===== src/rtl/smi_responder.sv =====
// Clause-22 MDIO responder: decodes MDC/MDIO read/write frames and serves a small PHY register file.
// Latency: mdc_rise 3 clk after the pad MDC edge; pad drive and register updates 1 clk after mdc_rise.
// Backpressure: none; the master paces every bit with MDC, each MDC phase must span at least 4 clk.
module smi_responder #(
    parameter logic [4:0]  PHY_ADDR     = 5'd0,
    parameter logic [15:0] PHY_ID1      = 16'h0141,
    parameter logic [15:0] PHY_ID2      = 16'h0CC2,
    parameter int unsigned PREAMBLE_MIN = 32
) (
    input  logic        clk,
    input  logic        rst,
    input  logic        mdc,
    input  logic        mdio_i,
    output logic        mdio_o,
    output logic        mdio_oe,
    input  logic        link_i,
    input  logic [1:0]  speed_i,
    output logic [15:0] ctrl_reg,
    output logic        wr_strobe,
    output logic [4:0]  wr_regad
);

    typedef enum logic [2:0] {
        S_PRE, S_ST, S_OP, S_PHYAD, S_REGAD, S_TA, S_RD_DATA, S_WR_DATA
    } state_t;

    localparam logic [15:0] CTRL_RST = 16'h1140;
    localparam logic [15:0] ANAR_RST = 16'h01E1;
    localparam logic [5:0]  PRE_MIN  = 6'(PREAMBLE_MIN);

    logic        mdc_s1, mdc_s2, mdc_d, mdc_rise;
    logic        mdio_s1, mdio_s2, mdio_bit;

    state_t      state_q, state_d;
    logic [5:0]  pre_cnt;
    logic [3:0]  bit_cnt;
    logic        op_hi, is_read, phy_match;
    logic [3:0]  phyad_sh;
    logic [4:0]  regad_sh;
    logic [15:0] rd_sh;
    logic [14:0] wr_sh;
    logic [15:0] ctrl_q, anar_q;
    logic        link_lat;

    logic [1:0]  op_full;
    logic [4:0]  regad_full;
    logic [15:0] wr_word;
    logic [15:0] rd_mux;
    logic        oe_d, o_d, shift_rd, commit, rd_done;

    // Synchronizers idle high so a high MDC at reset release is not seen as an edge.
    always_ff @(posedge clk or posedge rst) begin
        if (rst) begin
            mdc_s1   <= 1'b1;
            mdc_s2   <= 1'b1;
            mdc_d    <= 1'b1;
            mdc_rise <= 1'b0;
            mdio_s1  <= 1'b1;
            mdio_s2  <= 1'b1;
        end else begin
            mdc_s1   <= mdc;
            mdc_s2   <= mdc_s1;
            mdc_d    <= mdc_s2;
            mdc_rise <= mdc_s2 & ~mdc_d;
            mdio_s1  <= mdio_i;
            mdio_s2  <= mdio_s1;
        end
    end

    assign mdio_bit   = mdio_s2;
    assign op_full    = {op_hi, mdio_bit};
    assign regad_full = {regad_sh[3:0], mdio_bit};
    assign wr_word    = {wr_sh, mdio_bit};

    always_comb begin
        rd_mux = 16'h0000;
        case (regad_full)
            5'd0:    rd_mux = {1'b0, ctrl_q[14:0]};
            5'd1:    rd_mux = 16'h7949 | {13'd0, link_lat, 2'b00};
            5'd2:    rd_mux = PHY_ID1;
            5'd3:    rd_mux = PHY_ID2;
            5'd4:    rd_mux = anar_q;
            5'd17:   rd_mux = {speed_i, 1'b1, 1'b0, link_i, link_i, 10'd0};
            default: rd_mux = 16'h0000;
        endcase
    end

    always_ff @(posedge clk or posedge rst) begin
        if (rst) state_q <= S_PRE;
        else     state_q <= state_d;
    end

    always_comb begin
        state_d = state_q;
        if (mdc_rise) begin
            case (state_q)
                S_PRE:     if (!mdio_bit && pre_cnt >= PRE_MIN) state_d = S_ST;
                S_ST:      state_d = mdio_bit ? S_OP : S_PRE;
                S_OP:      if (bit_cnt[0]) state_d = (^op_full) ? S_PHYAD : S_PRE;
                S_PHYAD:   if (bit_cnt == 4'd4) state_d = S_REGAD;
                S_REGAD:   if (bit_cnt == 4'd4) state_d = S_TA;
                S_TA:      if (bit_cnt[0]) state_d = is_read ? S_RD_DATA : S_WR_DATA;
                S_RD_DATA,
                S_WR_DATA: if (bit_cnt == 4'd15) state_d = S_PRE;
                default:   state_d = S_PRE;
            endcase
        end
    end

    // Pad drive is decided on the bit being closed by this mdc_rise: the second TA bit is a
    // driven 0, then data MSB first, released after the master has sampled bit 0.
    always_comb begin
        oe_d     = mdio_oe;
        o_d      = mdio_o;
        shift_rd = 1'b0;
        commit   = 1'b0;
        rd_done  = 1'b0;
        if (mdc_rise) begin
            case (state_q)
                S_TA: begin
                    if (is_read && phy_match) begin
                        oe_d = 1'b1;
                        if (bit_cnt[0]) begin
                            o_d      = rd_sh[15];
                            shift_rd = 1'b1;
                        end else begin
                            o_d = 1'b0;
                        end
                    end
                end
                S_RD_DATA: begin
                    if (phy_match) begin
                        if (bit_cnt == 4'd15) begin
                            oe_d    = 1'b0;
                            o_d     = 1'b1;
                            rd_done = 1'b1;
                        end else begin
                            o_d      = rd_sh[15];
                            shift_rd = 1'b1;
                        end
                    end
                end
                S_WR_DATA: commit = phy_match && (bit_cnt == 4'd15);
                default: begin
                    oe_d = 1'b0;
                    o_d  = 1'b1;
                end
            endcase
        end
    end

    always_ff @(posedge clk or posedge rst) begin
        if (rst) begin
            pre_cnt   <= 6'd0;
            bit_cnt   <= 4'd0;
            op_hi     <= 1'b0;
            is_read   <= 1'b0;
            phy_match <= 1'b0;
            phyad_sh  <= 4'd0;
            regad_sh  <= 5'd0;
            rd_sh     <= 16'd0;
            wr_sh     <= 15'd0;
        end else if (mdc_rise) begin
            bit_cnt <= (state_d != state_q) ? 4'd0 : bit_cnt + 4'd1;
            // Any non-preamble bit, or any bit inside a frame, restarts the preamble count.
            if (state_q == S_PRE && mdio_bit)
                pre_cnt <= (pre_cnt == 6'd63) ? pre_cnt : pre_cnt + 6'd1;
            else
                pre_cnt <= 6'd0;
            case (state_q)
                S_OP: begin
                    op_hi   <= mdio_bit;
                    is_read <= (op_full == 2'b10);
                end
                S_PHYAD: begin
                    phyad_sh <= {phyad_sh[2:0], mdio_bit};
                    if (bit_cnt == 4'd4) phy_match <= ({phyad_sh, mdio_bit} == PHY_ADDR);
                end
                S_REGAD: begin
                    regad_sh <= regad_full;
                    if (bit_cnt == 4'd4) rd_sh <= rd_mux;
                end
                S_WR_DATA: wr_sh <= wr_word[14:0];
                default: ;
            endcase
            if (shift_rd) rd_sh <= {rd_sh[14:0], 1'b0};
        end
    end

    always_ff @(posedge clk or posedge rst) begin
        if (rst) begin
            mdio_oe   <= 1'b0;
            mdio_o    <= 1'b1;
            ctrl_q    <= CTRL_RST;
            anar_q    <= ANAR_RST;
            wr_strobe <= 1'b0;
            wr_regad  <= 5'd0;
            link_lat  <= 1'b0;
        end else begin
            mdio_oe   <= oe_d;
            mdio_o    <= o_d;
            wr_strobe <= commit;
            // Latching-low link: any drop clears it, a completed reg-1 read re-arms it.
            link_lat  <= link_i & (link_lat | (rd_done && regad_sh == 5'd1));
            if (commit) begin
                wr_regad <= regad_sh;
                case (regad_sh)
                    5'd0:    ctrl_q <= wr_word[15] ? CTRL_RST : wr_word;
                    5'd4:    anar_q <= wr_word;
                    default: ;
                endcase
            end
        end
    end

    assign ctrl_reg = ctrl_q;

endmodule


===== config.mk =====
export PLATFORM = sky130hd
export DESIGN_NAME = smi_responder
export DESIGN_NICKNAME = d
export VERILOG_FILES = /design/src/rtl/smi_responder.sv
export SDC_FILE = /design/constraint.sdc
export NUM_CORES = 1
export LEC_CHECK = 0
export ABC_AREA = 1
export CORE_MARGIN = 2
export CORE_UTILIZATION = 59
export DETAILED_ROUTE_END_ITERATION = 8
export GPL_TIMING_DRIVEN = 0
export HOLD_SLACK_MARGIN = 0.1
export PLACE_DENSITY = 0.8
export RECOVER_POWER = 50
export SYNTH_ARGS = -nofsm -noshare
export SYNTH_HDL_FRONTEND = slang
export SYNTH_SLANG_ARGS = --single-unit

===== constraint.sdc =====
create_clock -name clk -period 3.6 [get_ports clk]
set_input_delay 0.36 -clock clk [delete_from_list [all_inputs] [get_ports clk]]
set_output_delay 0.36 -clock clk [all_outputs]
set_load 0.01 [all_outputs]

* Word level (Yosys, flattened, before mapping)
Index checks and enable logic that the tools add are counted.
Operators by class: $add $sub $neg 2, bitwise gates (word level) 5, order comparisons 1, eq/ne operators 23, mux-type cells 40, reductions and logical operators 25
Operators by type and width (number):
- $pmux W16 S6 | 1
- $mux W16 | 3
- $mux W3 | 7
- $pmux W3 S7 | 1
- $mux W1 | 19
- $logic_not A5 Y1 | 3
- $mux W15 | 1
- $reduce_and A2 Y1 | 7
- $eq A3 B3 Y1 const B | 4
- $mux W6 | 2
- $eq A5 B1 Y1 const B | 2
- $eq A5 B2 Y1 const B | 2
- $eq A5 B3 Y1 const B | 2
- $ne A2 B2 Y1 const B | 4
- $add A6 B1 Y6 const B | 1
- $eq A3 B2 Y1 const B | 2
- $eq A6 B6 Y1 const B | 1
- $ge A6 B6 Y1 const B | 1
- $pmux W1 S3 | 2
- $reduce_and A3 Y1 | 2
- $eq A5 B5 Y1 const B | 1
- $logic_and A1 B1 Y1 | 5
- $reduce_and A5 Y1 | 1
- $add A4 B1 Y4 const B | 1
- 17 further kinds | 21
Storage, ports and cells: output and inout bits 24, logic and storage cells 119, register bits after elaboration 103, input bits 7

* Depth between registers and ports, before layout
depth after elaboration 8, mapped depth 15, depth with buffers taken out 14

* Worst setup path after synthesis
Ideal clock, no wire load.
path type reg2reg, start point reg mdio_s2, in the netlist mdio_bit, end point reg bit_cnt[1], buffers on the path 1, arrival 1.833 ns, stages on the path, launching flop included 15, slack 1.646 ns, required time 3.479 ns, cells stage by stage dfstp_2 clkbuf_1 inv_1 ha_1 nand2_1 o21ai_0 nor2_1 nor2_1 nand2_1 nand2_1 nand2_1 nand2_1 nand2_1 nand2_1 nor2_1
Between the ends: cells in the longest elaborated chain, start to end 7, elaborated cells on any way between the ends 11, classes of those cells eq/ne (1); mux (7); reduce/logical (3)
RTL lines:
- start: declaration | RTL line 32 | logic mdio_s1, mdio_s2, mdio_bit;
- start signal: assignment | RTL line 66 | mdio_s2 <= mdio_s1;
- $reduce_xor A2 Y1 or $logic_not A1 Y1 (tied branches) | RTL line 99, 97
- $mux W2 or $logic_and A1 B1 Y1 (tied branches) | RTL line 99, 97
- $mux W3, on equally long branches | RTL line 99, 97
- $pmux W3 S7 * | RTL line 96 | case (state_q)
- $mux W3 * | RTL line 95 | if (mdc_rise) begin
- $ne A3 B3 Y1 * | RTL line 164 | bit_cnt <= (state_d != state_q) ? 4'd0 : bit_cnt + 4'd1;
- $mux W4 * | RTL line 164
- end signal: assignment | RTL line 164
- end: declaration | RTL line 36 | logic [3:0] bit_cnt;
Every way passes the cells marked *; elsewhere a longest branch is shown, timed or not. A chain may end at the register's enable or synchronous reset.

* Final worst setup path
start point reg mdio_s2, in the netlist mdio_bit, end point reg bit_cnt[3]
The elaborated chain is that of the path after synthesis.

==> impl_metrics.ini <==
[logic_synthesis]
ys_top_cells_by_area = dfrtp_1 47%, nand2_1 11%, o21ai_0 8.4%
ys_async_sr_fraction_pct = 100.0
synth_edf_count = 0
seq_area_frac_synth_pct = 54.88
avgSynthCellArea_um2 = 8.423
netlist_instances = 556
synth_top_flop_cell = dfrtp_1
synthesis.area_um2 = 4683
syn_nets = 568
synth.largest_area_cell = dfrtp_1
yosysTopAreaCellShare_pct = 47.02
synth_cell_type_count = 37
yosys_warnings = 0
ys_ff_latch = 102

[grt]
antenna_found_initial = 0
grt_max_degree = 58
grt_pass1_vias = 3737
globalRouteOverflowTotal = 0
grt_pass1_wl_um = 18130
track_usage_pct = 26.64

[route]
ant_nets = 0
drtIter0Drc = 428
first_pass_iters = 5
post_drt_wl_per_cell_um = 15.04
drc = 0
totalWireLength_um = 10590
drt-vias-per-instance = 5.598
via_count = 3941

[clock_tree]
cts_root_buf = clkbuf_8
hold_buffers = 0
clock_path_buffers = 2
cts_tree = built
cts_setup_buffers = 0
cts_buffers = 9
cts.reportedPaths.clkPinSlew_ns = 0.10
cts_resized = 0
clock_latency_ns = 0.37
cts_sinks = 102
cts.htree.levels = 3

[outcome]
violations = max-capacitance violations, max-slew violations
outcome = finished, violations left

[layout]
design_area_um2 = 5308
antenna_cells = 0
drive_above_1_share_pct = 7.973
area_delta_synth_final_pct = 13.33
nets = 609
top_regs = anar_q: 16 flops, rd_sh: 16 flops
final-instance-count-excl-fill = 704

[power_and_ir_drop]
switching_share_pct = 32.92
finalPower_uw = 2473
power.density_nw_per_um2 = 465.9
power_frac_seq_pct = 52.5
ir_drop_mv = 0.2886
leakage_uw = 0.002401
p_clk_share_pct = 28.2
internal_power_uw = 1659
p_switching_uw = 814.0
comb_power_share_pct = 19.3

[setup_path]
cp.arrival_ns = 2.75
critical_path_class = flip-flop to flip-flop
path_cells = clkbuf_1, inv_1, ha_1, nand2_1, o21ai_0, nor2_1, nor2_1, nand2_1, nand2_1, nand2_1, nand2_1, nand2_1, nand2_1, nor2_1
crit_top_cell = nand2_1
worstRegToRegCells = 14
crit_family = simple AND/OR/NAND/NOR gates
worstPathMaxFanout = 9
worstPathRequired_ns = 3.85
endpoint_kind = flip-flop
path_buf_inv = 2
slowest_stage = dfstp_2
r2r_start = mdio_bit
cp-start-kind = flip-flop
r2r_setup_slack_ns = 1.11
max_stage_delay_ns = 0.53
reg2reg_to = bit_cnt[3]

[place]
dp_hpwl_um = 7685
port-buffer-count = 29
gp_congestion = 0.9071
post-place-ws_ns = 1.156
place_area_um2 = 5131
dp.cells = 688

[sta]
min_period_ns = 2.491
fmax_mhz = 401.4
maxSlewHeadroom_pct = -33.80
holdWs_ns = 0.3625
layout_setup_ws_ns = 1.109
period_share_pct = 69.20
rsz0062_at_grt = no
finalHoldViolCount = 0
final_max_slew_viol_count = 46
worstMarginPinSlew_ns = 1.996
final-setup-viol-count = 0
clock_skew_ns = 0.01066

[die]
die_w_um = 93.10
placementRows = 32
fp.coreArea_um2 = 7727
initial_core_util_pct = 60.61
die_height_um = 93.10
dieArea_um2 = 8667
pin_count = 31

[min_path]
min_from = mdio_s1
hold_path_end = mdio_bit
holdPathStages = 0
hp-class = flip-flop to flip-flop

[job]
max-cap-violations = 1
[through the flow]
step | utilization [%] | setup TNS, ns
floorplan | - | 0
global placement | 66.01 | -72.91
detailed placement | 66.40 | 0
CTS | 68.86 | 0
global route | 68.69 | 0
finish | 68.69 | 0
[cell usage after synthesis (all sizes together) (4+ instances only)]
cell type / instances
a21oi: 15
a31oi: 4
buf: 8
clkbuf: 13
dfrtp: 88
dfstp: 14
ha: 5
inv: 71
nand2: 140
nand3: 38
nand4: 5
nor2: 40
o211ai: 5
o21ai: 82
o22ai: 4
[kinds of logic (layout without fill, tap and decap cells)]
kind of cell             count (synthesis)  after routing  share of synthesized area [%]
XOR/XNOR                                 3              3                         0.5611
flip-flops                             102            102                          54.88
other                                    1              1                        0.08007
multiplexers                             1              1                         0.2404
adder cells (fa/ha/maj)                  5              5                          1.336
AND/OR/NAND/NOR                        228            228                          20.44
buffers and inverters                   93            139                          7.908
AO/OA/AOI/OAI                          123            123                          14.56
[cell usage in the layout, fill, tap and decap left out, types with 4 or more instances in the layout]
cell type | synthesis | final
ha_1 | 5 | 5
clkbuf_1 | 11 | 12
nand4_1 | 5 | 5
o211ai_1 | 5 | 5
nor2_1 | 40 | 40
dlygate4sd3_1 | 0 | 4
dfstp_2 | 14 | 13
a31oi_1 | 4 | 4
clkbuf_8 | 0 | 9
nand3_1 | 38 | 38
a21oi_1 | 15 | 15
inv_1 | 68 | 67
nand2_1 | 139 | 139
clkdlybuf4s50_1 | 0 | 25
o22ai_1 | 4 | 4
buf_2 | 5 | 5
dfrtp_1 | 88 | 88
o21ai_0 | 79 | 79
[worst register-to-register path: cells and delay by family, from the launching register on]
family,cells,cell delay (ns)
AND/OR/NAND/NOR,10,0.73
adder cells (fa/ha/maj),1,0.39
AO/OA/AOI/OAI,1,0.09
buffers and inverters,2,0.66
flip-flops,1,0.53
[power groups by stage]
stage / combinational (uW) / sequential [uW] / clock (uW)
floorplan: 355 / 1310 / 0
global placement: 464 / 1320 / 0
detailed placement: 481 / 1320 / 0
CTS: 482 / 1300 / 705
global route: 552 / 1310 / 754
finish: 477 / 1300 / 698
[layout make-up]
| cell class | instances | area [um2] |
|---|---|---|
| plain buffers | 21 | 97.59 |
| flip-flops and latches | 102 | 2570 |
| repair buffers | 30 | 317.8 |
| clock inverters | 7 | 66.31 |
| clock buffers | 9 | 123.9 |
| inverters | 72 | 272.8 |
| fillers | 639 | 2420 |
| multi-input cells | 361 | 1732 |
| well taps | 102 | 127.6 |
[worst max path at each step]
stage | slack, ns | startpoint | endpoint | depth (start not counted)
after floorplan | 0.59 | rst | anar_q[10] | 1
after global placement | -0.83 | rst | rd_sh[5] | 2
after detailed placement | 1.16 | mdio_bit | bit_cnt[2] | 14
after CTS | 1.13 | mdio_bit | bit_cnt[3] | 14
after global routing | 0.97 | mdio_bit | bit_cnt[3] | 14
final | 1.11 | mdio_bit | bit_cnt[3] | 14
[metal layers]
metal  wire (um)  share of wire (%)  track usage (%)  vias up
met5           0                  0                0        -
met4         157                1.5            6.250        0
met3         710                6.7            5.882       20
met2        4730                 45            39.92      145
met1        4990                 47            40.13     1874
li1            -                  -                -     1902
(Power assumes the default switching activity.)
